**src/rtl/uart_core_param.sv**
```systemverilog
// Parametrised full-duplex UART core: one transmitter and one mid-bit sampling receiver on clk.
// Optional macro UART_LOOPBACK_EN adds a loopback input that feeds the internal tx into the receiver.
module uart_core_param #(
  parameter int CLK_FREQ    = 1000000,
  parameter int BAUD_RATE   = 9600,
  parameter int DATA_BITS   = 8,
  parameter int PARITY_MODE = 1,
  parameter int STOP_BITS   = 1
) (
  input  logic                 clk,
  input  logic                 rst,
`ifdef UART_LOOPBACK_EN
  input  logic                 loopback,
`endif
  input  logic [DATA_BITS-1:0] tx_data,
  input  logic                 tx_valid,
  output logic                 tx_ready,
  output logic                 tx,
  output logic                 tx_done,
  input  logic                 rx,
  output logic [DATA_BITS-1:0] rx_data,
  output logic                 rx_valid,
  output logic                 rx_parity_err,
  output logic                 rx_frame_err,
  output logic                 rx_busy
);

  localparam int BIT_CYC  = CLK_FREQ / BAUD_RATE;
  localparam int HALF_CYC = BIT_CYC / 2;
  localparam int STOP_CYC = STOP_BITS * BIT_CYC;
  localparam int CW       = $clog2(STOP_CYC + 1);
  localparam int IW       = $clog2(DATA_BITS);

  localparam logic [CW-1:0] BIT_LAST  = CW'(BIT_CYC - 1);
  localparam logic [CW-1:0] HALF_LAST = CW'(HALF_CYC - 1);
  localparam logic [CW-1:0] STOP_LAST = CW'(STOP_CYC - 1);
  localparam logic [CW-1:0] CNT_ONE   = CW'(1);
  localparam logic [IW-1:0] IDX_LAST  = IW'(DATA_BITS - 1);
  localparam logic [IW-1:0] IDX_ONE   = IW'(1);

  typedef enum logic [2:0] {S_IDLE, S_START, S_DATA, S_PARITY, S_STOP} state_t;

  // ---------------- transmitter ----------------
  state_t                tx_state_reg, tx_state_next;
  logic [CW-1:0]         tx_cnt_reg, tx_cnt_next;
  logic [IW-1:0]         tx_idx_reg, tx_idx_next;
  logic [DATA_BITS-1:0]  tx_shift_reg, tx_shift_next;
  logic                  tx_par_reg, tx_par_next;
  logic                  tx_reg, tx_bit;
  logic                  tx_done_reg, tx_done_next;

  always_comb begin
    tx_state_next = tx_state_reg;
    tx_cnt_next   = tx_cnt_reg;
    tx_idx_next   = tx_idx_reg;
    tx_shift_next = tx_shift_reg;
    tx_par_next   = tx_par_reg;
    tx_bit        = 1'b1;
    tx_done_next  = 1'b0;
    case (tx_state_reg)
      S_IDLE: begin
        if (tx_valid) begin
          tx_shift_next = tx_data;
          tx_par_next   = (PARITY_MODE == 2) ? ^tx_data : ~^tx_data;
          tx_cnt_next   = '0;
          tx_state_next = S_START;
        end
      end
      S_START: begin
        tx_bit = 1'b0;
        if (tx_cnt_reg == BIT_LAST) begin
          tx_cnt_next   = '0;
          tx_idx_next   = '0;
          tx_state_next = S_DATA;
        end else begin
          tx_cnt_next = tx_cnt_reg + CNT_ONE;
        end
      end
      S_DATA: begin
        tx_bit = tx_shift_reg[0];
        if (tx_cnt_reg == BIT_LAST) begin
          tx_cnt_next   = '0;
          tx_shift_next = tx_shift_reg >> 1;
          if (tx_idx_reg == IDX_LAST) begin
            tx_state_next = (PARITY_MODE != 0) ? S_PARITY : S_STOP;
          end else begin
            tx_idx_next = tx_idx_reg + IDX_ONE;
          end
        end else begin
          tx_cnt_next = tx_cnt_reg + CNT_ONE;
        end
      end
      S_PARITY: begin
        tx_bit = tx_par_reg;
        if (tx_cnt_reg == BIT_LAST) begin
          tx_cnt_next   = '0;
          tx_state_next = S_STOP;
        end else begin
          tx_cnt_next = tx_cnt_reg + CNT_ONE;
        end
      end
      S_STOP: begin
        // Stop covers every stop bit in one stretch; done lands with the return to idle.
        if (tx_cnt_reg == STOP_LAST) begin
          tx_cnt_next   = '0;
          tx_done_next  = 1'b1;
          tx_state_next = S_IDLE;
        end else begin
          tx_cnt_next = tx_cnt_reg + CNT_ONE;
        end
      end
      default: tx_state_next = S_IDLE;
    endcase
  end

  always_ff @(posedge clk) begin
    if (rst) begin
      tx_state_reg <= S_IDLE;
      tx_cnt_reg   <= '0;
      tx_idx_reg   <= '0;
      tx_shift_reg <= '0;
      tx_par_reg   <= 1'b0;
      tx_reg       <= 1'b1;
      tx_done_reg  <= 1'b0;
    end else begin
      tx_state_reg <= tx_state_next;
      tx_cnt_reg   <= tx_cnt_next;
      tx_idx_reg   <= tx_idx_next;
      tx_shift_reg <= tx_shift_next;
      tx_par_reg   <= tx_par_next;
      tx_reg       <= tx_bit;
      tx_done_reg  <= tx_done_next;
    end
  end

  assign tx       = tx_reg;
  assign tx_done  = tx_done_reg;
  assign tx_ready = (tx_state_reg == S_IDLE);

  // ---------------- receiver ----------------
  logic rx_src;
`ifdef UART_LOOPBACK_EN
  assign rx_src = loopback ? tx_reg : rx;
`else
  assign rx_src = rx;
`endif

  logic                  rx_meta_reg, rx_s_reg, rx_prev_reg;
  state_t                rx_state_reg, rx_state_next;
  logic [CW-1:0]         rx_cnt_reg, rx_cnt_next;
  logic [IW-1:0]         rx_idx_reg, rx_idx_next;
  logic [DATA_BITS-1:0]  rx_shift_reg, rx_shift_next;
  logic                  rx_par_reg, rx_par_next;
  logic [DATA_BITS-1:0]  rx_data_reg, rx_data_next;
  logic                  rx_valid_reg, rx_valid_next;
  logic                  rx_perr_reg, rx_perr_next;
  logic                  rx_ferr_reg, rx_ferr_next;
  logic                  rx_exp_par;

  always_comb begin
    rx_state_next = rx_state_reg;
    rx_cnt_next   = rx_cnt_reg;
    rx_idx_next   = rx_idx_reg;
    rx_shift_next = rx_shift_reg;
    rx_par_next   = rx_par_reg;
    rx_data_next  = rx_data_reg;
    rx_valid_next = 1'b0;
    rx_perr_next  = rx_perr_reg;
    rx_ferr_next  = rx_ferr_reg;
    rx_exp_par    = (PARITY_MODE == 2) ? ^rx_shift_reg : ~^rx_shift_reg;
    case (rx_state_reg)
      S_IDLE: begin
        // Only a falling edge arms; a line held low (break) never re-triggers.
        if (rx_prev_reg && !rx_s_reg) begin
          rx_cnt_next   = '0;
          rx_state_next = S_START;
        end
      end
      S_START: begin
        if (rx_cnt_reg == HALF_LAST) begin
          rx_cnt_next   = '0;
          rx_idx_next   = '0;
          rx_state_next = rx_s_reg ? S_IDLE : S_DATA;
        end else begin
          rx_cnt_next = rx_cnt_reg + CNT_ONE;
        end
      end
      S_DATA: begin
        if (rx_cnt_reg == BIT_LAST) begin
          rx_cnt_next   = '0;
          rx_shift_next = {rx_s_reg, rx_shift_reg[DATA_BITS-1:1]};
          if (rx_idx_reg == IDX_LAST) begin
            rx_state_next = (PARITY_MODE != 0) ? S_PARITY : S_STOP;
          end else begin
            rx_idx_next = rx_idx_reg + IDX_ONE;
          end
        end else begin
          rx_cnt_next = rx_cnt_reg + CNT_ONE;
        end
      end
      S_PARITY: begin
        if (rx_cnt_reg == BIT_LAST) begin
          rx_cnt_next   = '0;
          rx_par_next   = rx_s_reg;
          rx_state_next = S_STOP;
        end else begin
          rx_cnt_next = rx_cnt_reg + CNT_ONE;
        end
      end
      S_STOP: begin
        if (rx_cnt_reg == BIT_LAST) begin
          rx_cnt_next   = '0;
          rx_valid_next = 1'b1;
          rx_data_next  = rx_shift_reg;
          rx_perr_next  = (PARITY_MODE != 0) && (rx_par_reg != rx_exp_par);
          rx_ferr_next  = ~rx_s_reg;
          rx_state_next = S_IDLE;
        end else begin
          rx_cnt_next = rx_cnt_reg + CNT_ONE;
        end
      end
      default: rx_state_next = S_IDLE;
    endcase
  end

  always_ff @(posedge clk) begin
    if (rst) begin
      rx_meta_reg  <= 1'b1;
      rx_s_reg     <= 1'b1;
      rx_prev_reg  <= 1'b1;
      rx_state_reg <= S_IDLE;
      rx_cnt_reg   <= '0;
      rx_idx_reg   <= '0;
      rx_shift_reg <= '0;
      rx_par_reg   <= 1'b0;
      rx_data_reg  <= '0;
      rx_valid_reg <= 1'b0;
      rx_perr_reg  <= 1'b0;
      rx_ferr_reg  <= 1'b0;
    end else begin
      rx_meta_reg  <= rx_src;
      rx_s_reg     <= rx_meta_reg;
      rx_prev_reg  <= rx_s_reg;
      rx_state_reg <= rx_state_next;
      rx_cnt_reg   <= rx_cnt_next;
      rx_idx_reg   <= rx_idx_next;
      rx_shift_reg <= rx_shift_next;
      rx_par_reg   <= rx_par_next;
      rx_data_reg  <= rx_data_next;
      rx_valid_reg <= rx_valid_next;
      rx_perr_reg  <= rx_perr_next;
      rx_ferr_reg  <= rx_ferr_next;
    end
  end

  assign rx_data       = rx_data_reg;
  assign rx_valid      = rx_valid_reg;
  assign rx_parity_err = rx_perr_reg;
  assign rx_frame_err  = rx_ferr_reg;
  assign rx_busy       = (rx_state_reg != S_IDLE);

endmodule

```
**config.mk**
```make
export PLATFORM = sky130hd
export DESIGN_NAME = uart_core_param
export DESIGN_NICKNAME = d
export VERILOG_FILES = /design/src/rtl/uart_core_param.sv
export SDC_FILE = /design/constraint.sdc
export NUM_CORES = 1
export LEC_CHECK = 0
export CAP_MARGIN = 10
export CORE_MARGIN = 1.5
export CORE_UTILIZATION = 57
export DETAILED_ROUTE_END_ITERATION = 12
export MAX_ROUTING_LAYER = met4
export PLACE_DENSITY = 0.87
export SETUP_SLACK_MARGIN = 0.3
export SLEW_MARGIN = 15
export SYNTH_ARGS = -nofsm -noshare
export SYNTH_HDL_FRONTEND = slang
export SYNTH_SLANG_ARGS = --single-unit
```
**constraint.sdc**
```tcl
create_clock -name clk -period 2.25 [get_ports clk]
set_input_delay 0.45 -clock clk [delete_from_list [all_inputs] [get_ports clk]]
set_output_delay 0.45 -clock clk [all_outputs]
set_load 0.05 [all_outputs]
```
* Word-level counts from Yosys, hierarchy flattened
Index checks and enable logic that the tools add are counted.
** Operators by class
- Reduce and logical (&&, ||, !) cells :: 27
- Bitwise operators :: 3
- Eq/ne operators :: 28
- Muxes and demuxes :: 35
- Add/subtract/negate cells :: 4
** Operator list (count)
- two-way mux 3 bit :: 17
- two-way mux 7 bit :: 5
- case mux 3 bit (5 select lines) :: 2
- != test 2 bit (second input constant) :: 14
- case mux 7 bit (3 select lines) :: 1
- two-way mux 8 bit :: 2
- case mux 8 bit (2 select lines) :: 1
- XNOR reduction 8 bit :: 2
- adder 7 x 1 -> 7 bit (second input constant) :: 2
- == test 7 bit (second input constant) :: 2
- case mux 7 bit (2 select lines) :: 1
- == test 3 x 2 -> 1 bit (second input constant) :: 4
- == test 3 bit (second input constant) :: 4
- case mux 3 bit (2 select lines) :: 2
- AND reduction 2 bit :: 6
- AND reduction 6 bit :: 2
- AND reduction 4 bit :: 2
- nonzero test 2 bit :: 4
- == test 7 x 6 -> 1 bit (second input constant) :: 1
- adder 3 x 1 -> 3 bit (second input constant) :: 2
- == test 3 x 1 -> 1 bit (second input constant) :: 2
- zero test 3 bit :: 2
- nonzero test 3 bit :: 2
- OR reduction 2 bit :: 2
- 10 further kinds :: 13
** Storage, ports and cells
- Bits of input ports :: 12
- Logic and storage cells :: 116
- Register bits :: 60

* Longest topological paths before layout
Gate-level depths: netlist of the first run.
- Depth after elaboration :: 4
- Depth in mapped cells :: 8
- Mapped depth without buffers :: 7

* Worst setup path after synthesis of the first run
Ideal clock, no wire load.
- Path type :: flip-flop to flip-flop
- Start :: register rx_cnt_reg[0]
- End :: register rx_data_reg[3] (netlist: rx_data[3])
- Stages on the path, launching flop included :: 9
- Setup slack :: 603 ps
- Arrival time :: 1519 ps
- Data required time :: 2122 ps
- Period minus slack after synthesis :: 1647 ps
- Buffers on the path :: 2
- Cells stage by stage :: dfxtp_1 ha_1 and3b_2 and2_4 and3_1 buf_4 buf_6 mux2i_1 nor2_1
** On the way
- Word-level cells in the longest chain between the ends :: 2
** Ends and longest elaborated chain
- from (decl) :: RTL line 150 : logic [CW-1:0] rx_cnt_reg, rx_cnt_next;
- from (signal assigned) :: RTL line 245 : rx_cnt_reg <= rx_cnt_next;
- == test 7 bit :: RTL line 211 : if (rx_cnt_reg == BIT_LAST) begin
- AND reduction 2 bit (no source line)
- to (signal assigned) :: RTL line 249 : rx_data_reg <= rx_data_next;
- to (decl) :: RTL line 154 : logic [DATA_BITS-1:0] rx_data_reg, rx_data_next;
Every way passes these cells.
A chain may end at the register's enable or synchronous reset.

* Final worst setup path of the first run
- Start :: register rx_data_reg[6] (netlist: rx_data[6])
- End :: output rx_data[6]
** RTL lines
- to (decl) :: RTL line 21 : output logic [DATA_BITS-1:0] rx_data,
No word-level cell between the ends.

==> impl_summary.md, run 1 <==
Run status
The run finished with clean final reports.

Worst setup path
The critical path goes through clkdlybuf4s50_1. The largest individual stage delay along the critical path comes from the cell clkdlybuf4s50_1. For the worst flop-to-flop path, the logic depth is 7.

The setup path with the least slack is of type reg -> out. The endpoint identified for the worst register-to-register timing path is rx_data[2]$_SDFFE_PP0P_. The kind of cell adding the most delay to the critical path is buffers and inverters.

Of all nets on the critical path, the largest fanout is 2. The startpoint type of the worst setup path is a register. The setup check on the worst reg-to-reg path leaves a slack of approximately 0.42 ns. The startpoint identified for the worst register-to-register timing path is rx_cnt_reg[0]$_SDFFE_PP0P_.

The highest cell delay on the worst timing path is approximately 0.80 ns. Together, buffers and inverters on the worst path number 1. At the worst endpoint, the arrival time is roughly 1.5 ns. The worst setup path is captured at an output port.

Data on the critical path is required at its endpoint by about 1.8 ns.

Layout
The final cell utilization of the core is 0.714. The area used by multi-input combinational logic is around 1600 um^2. The repair_antennas step left the layout with diodes totalling 0. The area added between synthesis and finish is 18.3%. The finished cells cover between 3000 and 4000 um^2. In the final layout, the share of cells above drive strength 1 is 0.146.

The count of nets after finishing is approximately 360. The non-filler instance count after layout is roughly 410. The filler cell count is approximately 350.

Across the whole layout, storage elements account for roughly 1200 um^2.

Synth
The count of flip-flops with a built-in enable after synthesis is 0. The leading area contributor after synthesis is dfxtp_1. The mean cell area of the mapped netlist is 9.28 um^2. Of the total synthesized cell area, the portion taken by AND, OR, NAND and NOR gates is 0.240. Of the total synthesized cell area, the portion taken by full adders, half adders and majority gates is 0.0258. The synthesized netlist net count is 331. The fraction of the mapped netlist area in compound gates is 0.116.

Synthesis produced roughly 310 cells. The sequential cell area fraction in the yosys report is 0.413. Among all flip-flop cells after synthesis, the most frequent one is dfxtp_1.

Summing every instance area after synthesis gives 2910 um^2. During synthesis, Yosys emitted a total of 0 warnings. By area, the combinational part of the netlist is dominated by simple AND/OR/NAND/NOR gates.

The multiplexer area fraction after synthesis is 0.0999. After synthesis, the netlist uses 53 different library cells. Of the total synthesized cell area, the portion taken by XOR and XNOR cells is 0.0633. Sorting the synthesized cells by area gives the leading types as dfxtp_1 (41%), mux2i_1 (10%), nor2_1 (6.6%). The share of flip-flops with an asynchronous set or reset is 0.

The number of synthesized register bits is 60. The share of synthesized area in the top cell type comes to 0.413.

Hold path
The critical hold path startpoint is rx_meta_reg$_SDFF_PP1_. Counting instances, the worst hold path has a depth of 1. The endpoint of the worst hold path is rx_s_reg$_SDFF_PP1_. The path class of the tightest hold or removal check is reg -> reg.

Drt
The detailed router used layers up to and including met4. The total length of routed met2 wires is 2870 um. The violation count after the first detailed-routing iteration is 189.

For this block, the routed nets add up to 5690 um of wire. The met1 wire length is 2530 um. The DRC violation count after routing is 0. The length of the first detailed-routing pass in iterations is 4.

Dividing the detail-routed wire length by the instance count gives 13.9 um. Across all layers, the routed design uses 2293 vias. The number of vias per cell after detailed routing is roughly 5.6.

The routed length on met3 is between 200 and 250 um. The post-detailed-route count of antenna-violating nets is 0.

Floorplanning
From left edge to right edge, the die measures roughly 74 um. The initial utilization of the core area, before any placement, comes to 0.603. The core outline area is 4820 um^2. Row generation in the floorplan step produced 25 rows. The number of ports placed on the die boundary is 27. The height of the die is 74.4 um. The floorplan step defined a die boundary enclosing between 5000 and 6000 um^2.

Clock network
The clock reaches the later pin of the worst-skew pair after 0.34 ns. The number of CTS-inserted buffers is 9. The clock transition at the registers of the reported paths is about 0.070 ns. The number of H-tree branching levels is 3. The maximum clock insertion buffer count is 2. The clock tree from TritonCTS is built. The number of sinks handled by clock tree synthesis is 60. Clock tree synthesis selected as its root buffer the cell clkbuf_8.

STA
Hold is met by approximately 0.41 ns. Setup repair after global routing left no endpoint under its margin. Counting I/O delays and the setup requirement, the final critical path takes ~1.9 ns. The top achievable clock speed is about 520 MHz. Clock skew on the completed layout was measured at between 0.009 and 0.01 ns. The setup TNS is 0 ns. In this run the tightest slew margin relative to its limit is 0.610.

Setup violations remaining at the end of the flow were counted as 0. The final period utilization is 0.851. The final max-slew violation count is 0. At the pin with the least slew margin, the transition time is 0.584 ns.

The final count of hold timing violations was 0.

Power
Power spread over the standard cell area amounts to about 690 nW/um^2. Of the total power, the share spent switching nets is 0.234. Summed over all cells, the static leakage comes to approximately 1.3 nW. Of the total power, combinational logic draws 0.073.

The internal power of the cells is 1.81 mW. VDD sags by at most approximately 0.55 mV. Of the total power, the clock network draws 0.461. The relative contribution of sequential cells to total power is 0.466. The net switching power is about 0.56 mW.

Placed design
The count of buffers added on input and output ports is 26. The number of instances in the placed design is 393. In this run the cell area measured after placement is 3180 um^2. The congestion estimate from routability-driven global placement came to around 0.80.

The HPWL after detailed placement is ~3800 um.

Global routing
For this run, the total global-route usage over all layers was measured as 0.233. Entering global routing, the biggest net connects between 40 and 50 pins. The wire length of the first global-routing pass is approximately 9600 um. After global routing the overflow that remains totals 0. The initial antenna violation count is 0.

The number of global-route vias before repair was approximately 2200.

Run
The max-cap violation count is 0.
==> Yosys cell counts (all sizes together) (3+ instances only) <==
cell    instances
mux2i          29
or2             4
ha              6
buf            12
nor2b           5
nand4           3
nor2           52
and2            4
and4            3
nand4b          3
nor4            3
a211oi          9
dfxtp          60
and3            3
clkbuf          6
xnor2          19
nand2          17
nor3            5
nand3           7
inv             4
or3             4
nor3b           3
o21ai           9
a21oi          18
a22oi           3
==> how the worst max path moves through the flow <==
| stage | startpoint | end | depth (start not counted) |
|---|---|---|---|
| finish | rx_data[6]$_SDFFE_PP0P_ | rx_data[6] | 1 |
| CTS | rx_data[2]$_SDFFE_PP0P_ | rx_data[2] | 1 |
| global route | rx_data[6]$_SDFFE_PP0P_ | rx_data[6] | 1 |
| floorplan | rx_cnt_reg[0]$_SDFFE_PP0P_ | rx_data[3]$_SDFFE_PP0P_ | 8 |
| global placement | tx_valid | tx_shift_reg[3]$_SDFFE_PP0P_ | 7 |
| detailed placement | tx_valid | tx_shift_reg[0]$_SDFFE_PP0P_ | 7 |
==> area by class of cell <==
cell class,instances,share of cell area
Tap cell,67,0.0244
Sequential cell,60,0.350
Timing Repair Buffer,31,0.0932
Inverter,4,0.00437
Clock buffer,10,0.0400
Multi-Input combinational cell,231,0.463
Clock inverter,6,0.0255
==> routing by layer <==
metal / track usage / up-vias
met4: 0.109 / 0
met3: 0.0556 / 8
met5: - / -
li1: - / 1149
met1: 0.271 / 1086
met2: 0.381 / 50
==> power by group through the flow <==
stage | sequential (mW) | combinational (mW) | clock, mW
6_report | 1.10 | 0.173 | 1.09
2_1_floorplan | 1.12 | 0.121 | 0
4_1_cts | 1.10 | 0.173 | 1.11
3_5_place_dp | 1.13 | 0.170 | 0
3_3_place_gp | 1.13 | 0.164 | 0
5_1_grt | 1.11 | 0.189 | 1.15
==> per-stage QoR <==
step                      power (mW)  worst slack (ns)
after global routing            2.45             0.300
after detailed placement        1.30             0.272
final                           2.37             0.335
after floorplan                 1.24             0.603
after CTS                       2.38             0.303
after global placement          1.29             0.411
==> worst register-to-register path, stage by stage, from the launching register on <==
cell	delay, ns
dfxtp_1	0.38
ha_1	0.22
and3b_2	0.24
and2_4	0.17
and3_1	0.19
buf_4	0.24
mux2i_1	0.22
nor2_1	0.06
==> kinds of logic after synthesis <==
group / Yosys count
simple gates: 126
buf+inv: 22
fa+ha+maj: 6
compound gates: 49
xor+xnor: 21
flops: 60
mux: 29
==> cell usage in the layout (no fill, tap or decap), types with 3 or more instances in the layout <==
| master | synthesis | routed |
|---|---|---|
| clkbuf_8 | 0 | 10 |
| dlymetal6s2s_1 | 0 | 8 |
| nand3_1 | 7 | 7 |
| a211oi_2 | 4 | 4 |
| ha_1 | 6 | 6 |
| nor2_1 | 51 | 51 |
| a22oi_1 | 3 | 3 |
| or2_2 | 4 | 4 |
| clkinvlp_4 | 0 | 3 |
| a21oi_1 | 18 | 18 |
| a211oi_1 | 5 | 5 |
| inv_1 | 4 | 3 |
| nand4b_1 | 3 | 3 |
| dfxtp_1 | 60 | 59 |
| and3_1 | 3 | 3 |
| nand2_1 | 17 | 17 |
| mux2i_1 | 29 | 29 |
| o21ai_0 | 7 | 7 |
| nand4_1 | 3 | 3 |
| nor2b_1 | 5 | 5 |
| nor3_1 | 3 | 3 |
| xnor2_1 | 19 | 19 |
| or3_1 | 4 | 3 |
| buf_4 | 4 | 6 |
| clkdlybuf4s50_1 | 0 | 15 |
==> timing repair <==
| action | CTS | global route |
|---|---|---|
| endpoints found under the setup margin | 1 | 10 |
| resized for setup | 3 | 9 |
| buffers inserted | 0 | 0 |
| hold buffers | 0 | 0 |
| pin swaps | 0 | 0 |
Note: power is estimated with default switching activity, not from simulation.
==> inputs of run 2 (changes only) <==
Settings changed: CORE_UTILIZATION 57 to 51, PLACE_DENSITY 0.87 to 0.83.
Clock period 2.25 ns to 1.6 ns, I/O delays scaled along.
==> run 2 against run 1 <==
The flow now finishes with violations (negative setup slack); sequential cell count is the same; critical path depth increased by 2; worst setup slack got worse by 0.44 ns; register-to-register slack got worse by 0.50 ns; first-iteration DRC count rose by 1.6%; routed wire length grew 56%; via count grew 20%; total power up 43%; utilization increased by 10 points.
==> impl_summary.md, run 2 (synthesis results as in run 1) <==
Run status
The run finished, with violations left. The final reports fail on negative setup slack.

Clock network
TritonCTS built the clock tree. The number of sinks handled by clock tree synthesis is 60. Clock-pin slew was measured on the worst setup and hold paths at ~0.070 ns. The root buffer cell is clkbuf_8.

The clock latency reported for the late side of the worst-skew pair is around 0.35 ns. The number of CTS-inserted buffers is 9. The maximum clock insertion buffer count is 2. The number of H-tree branching levels is 3.

Layout
The most common library cell in the layout ignoring fill and taps is buf_4. The count of nets after finishing is ~420. Registers take ~1200 um^2. In the final layout, the multi-input gates occupy about 2100 um^2. Of the cells placed in the final design, the portion with a size suffix greater than 1 is 0.488. The filler cell count is roughly 290.

In the layout the commonest cells are buf_4 (50), dfxtp_1 (46), nor2_1 (39). 0 antenna diodes ended up in the layout. The area added between synthesis and finish is 54.2%.

STA
At the pin with the least slew margin, the transition time is ~0.48 ns. The worst-case setup margin in the final layout is -0.100 ns. The final count of hold timing violations is 0. Setup total negative slack on the finished layout was measured at -0.825 ns.

For the final database, setup skew stands at 0.00962 ns. The final setup violation count is 19. Setup repair after global routing could not meet its margin everywhere. Headroom to the max-slew limit came out at 0.681. Dividing the final minimum period by the clock period gives 1.06.

The worst hold slack after final layout is roughly 0.4 ns. Counting I/O delays and the setup requirement, the final critical path takes roughly 1.7 ns. For this run, the top clock speed supported by timing is approximately 590 MHz. The final max-slew violation count was 0.

Power
The power density over cell area is roughly 750 nW/um^2. The combinational fraction of design power is 0.129. The net switching power is 0.918 mW.

The analysis attributes to cell leakage a power of 1.70 nW. Of the total power, the share spent switching nets is 0.272. The worst supply voltage drop on vdd is 0.631 mV.

The clock group share of total power is 0.410. After layout, the design draws a total of 3.38 mW. Of the total power, registers draw 0.461.

The internal power of the cells is 2.46 mW.

Hold path
The worst hold path terminates at rx_s_reg$_SDFF_PP1_. The number of cells on the worst hold path is 1. The worst hold path begins at rx_meta_reg$_SDFF_PP1_. The min-delay analysis places its worst path in the category reg -> reg.

Worst setup path
The arrival time at the worst endpoint is roughly 1.4 ns. The depth of the worst register-to-register path is 6. The critical path is of the reg -> out type. The peak fanout along the critical path is 3.

The setup check on the worst reg-to-reg path leaves a slack of -0.08 ns. The worst register-to-register path begins at tx_cnt_reg[3]$_SDFFE_PP0P_. In this run the critical register-to-register path is captured at tx_shift_reg[3]$_SDFFE_PP0P_. STA classifies the critical path endpoint as an output port. The startpoint type of the worst setup path is a register.

The endpoint required time on the critical path is 1.28 ns.

Global routing
The pin count of the biggest net entering global routing is 53. The initial antenna violation count is 0. The global router's overall resource usage is 0.257. The total global routing overflow is 0. The number of global-route vias before repair is around 2500. The first global-routing pass estimated 11800 um of wire.

Placed design
After legalization and detailed placement, the total HPWL measured between 4000 and 5000 um. The final weighted congestion of routability-driven global placement is 0.830. Input and output buffers added on the ports amount to 26.

The worst setup slack after placement is -0.316 ns.

Drt
The violation count after the first detailed-routing iteration is roughly 190. The number of vias per cell after detailed routing is roughly 5.8. The routed design has between 8000 and 9000 um of wire.

The detailed-route via count is 2754. The length of the first detailed-routing pass in iterations is 5. The DRC violation count after routing is 0. The average wire length per cell after detail routing is roughly 19 um. In this run the remaining antenna-violating nets after routing total 0.

Floorplanning
The floorplan die width is approximately 78 um. The core outline area is between 5000 and 6000 um^2. The full die area is between 6000 and 7000 um^2. The number of ports placed on the die boundary is 27. For this configuration, the core starts out at a cell density of 0.528. The floorplan has 27 rows. The height of the die is roughly 78 um.

Run
The max-cap violation count is 0.
run 2: worst max path at each step:
stage / startpoint / endpoint / slack, ns / cells past startpoint
3_5_place_dp: tx_valid / tx_shift_reg[0]$_SDFFE_PP0P_ / -0.32 / 7
6_report: tx_state_reg[1]$_SDFFE_PP0P_ / tx_ready / -0.10 / 3
2_1_floorplan: rx_cnt_reg[0]$_SDFFE_PP0P_ / rx_data[3]$_SDFFE_PP0P_ / 0.04 / 8
5_1_grt: rx_state_reg[0]$_SDFFE_PP0P_ / rx_state_reg[0]$_SDFFE_PP0P_ / -0.16 / 5
4_1_cts: rx_state_reg[1]$_SDFFE_PP0P_ / rx_busy / -0.04 / 3
3_3_place_gp: tx_valid / tx_shift_reg[7]$_SDFFE_PP0P_ / -0.26 / 7
run 2: through the flow:
step                      utilization  std cells  instance area [um^2]
after floorplan                     -        313                  3100
after global placement          0.644        421                  3550
after detailed placement        0.644        421                  3550
after CTS                       0.735        456                  4050
after global routing            0.813        474                  4480
final                           0.813        474                  4480
run 2: layout make-up:
cell class	instances	share of cell area
inverters	4	0.00503
clock inverters	7	0.0168
multi-input cells	232	0.460
flip-flops and latches	60	0.274
clock buffers	9	0.0277
well taps	72	0.0201
repair buffers	90	0.196
run 2: layer usage:
layer	wire [um]	vias to the layer above	global-route usage
li1	-	1275	-
met1	3300	1333	0.281
met2	4770	103	0.437
met3	376	43	0.0570
met4	452	0	0.132
met5	0	-	-
run 2: critical path, cell delays in order, from the launching register on:
cell	delay, ns
dfxtp_4	0.37
or3_4	0.42
clkinvlp_4	0.11
buf_12	0.13
run 2: repair_timing:
action,CTS,global route
hold endpoints to repair,0,0
resized for setup,45,57
setup buffers,18,16
setup endpoints to repair,54,56
pin swaps,26,34
hold buffers,0,0
cloned,1,2
run 2: power groups by stage:
stage	clock network (mW)	registers (mW)	logic (mW)
finish	1.38	1.56	0.437
global route	1.48	1.56	0.462
CTS	1.40	1.55	0.342
detailed placement	0	1.59	0.299
global placement	0	1.59	0.289
floorplan	0	1.58	0.198
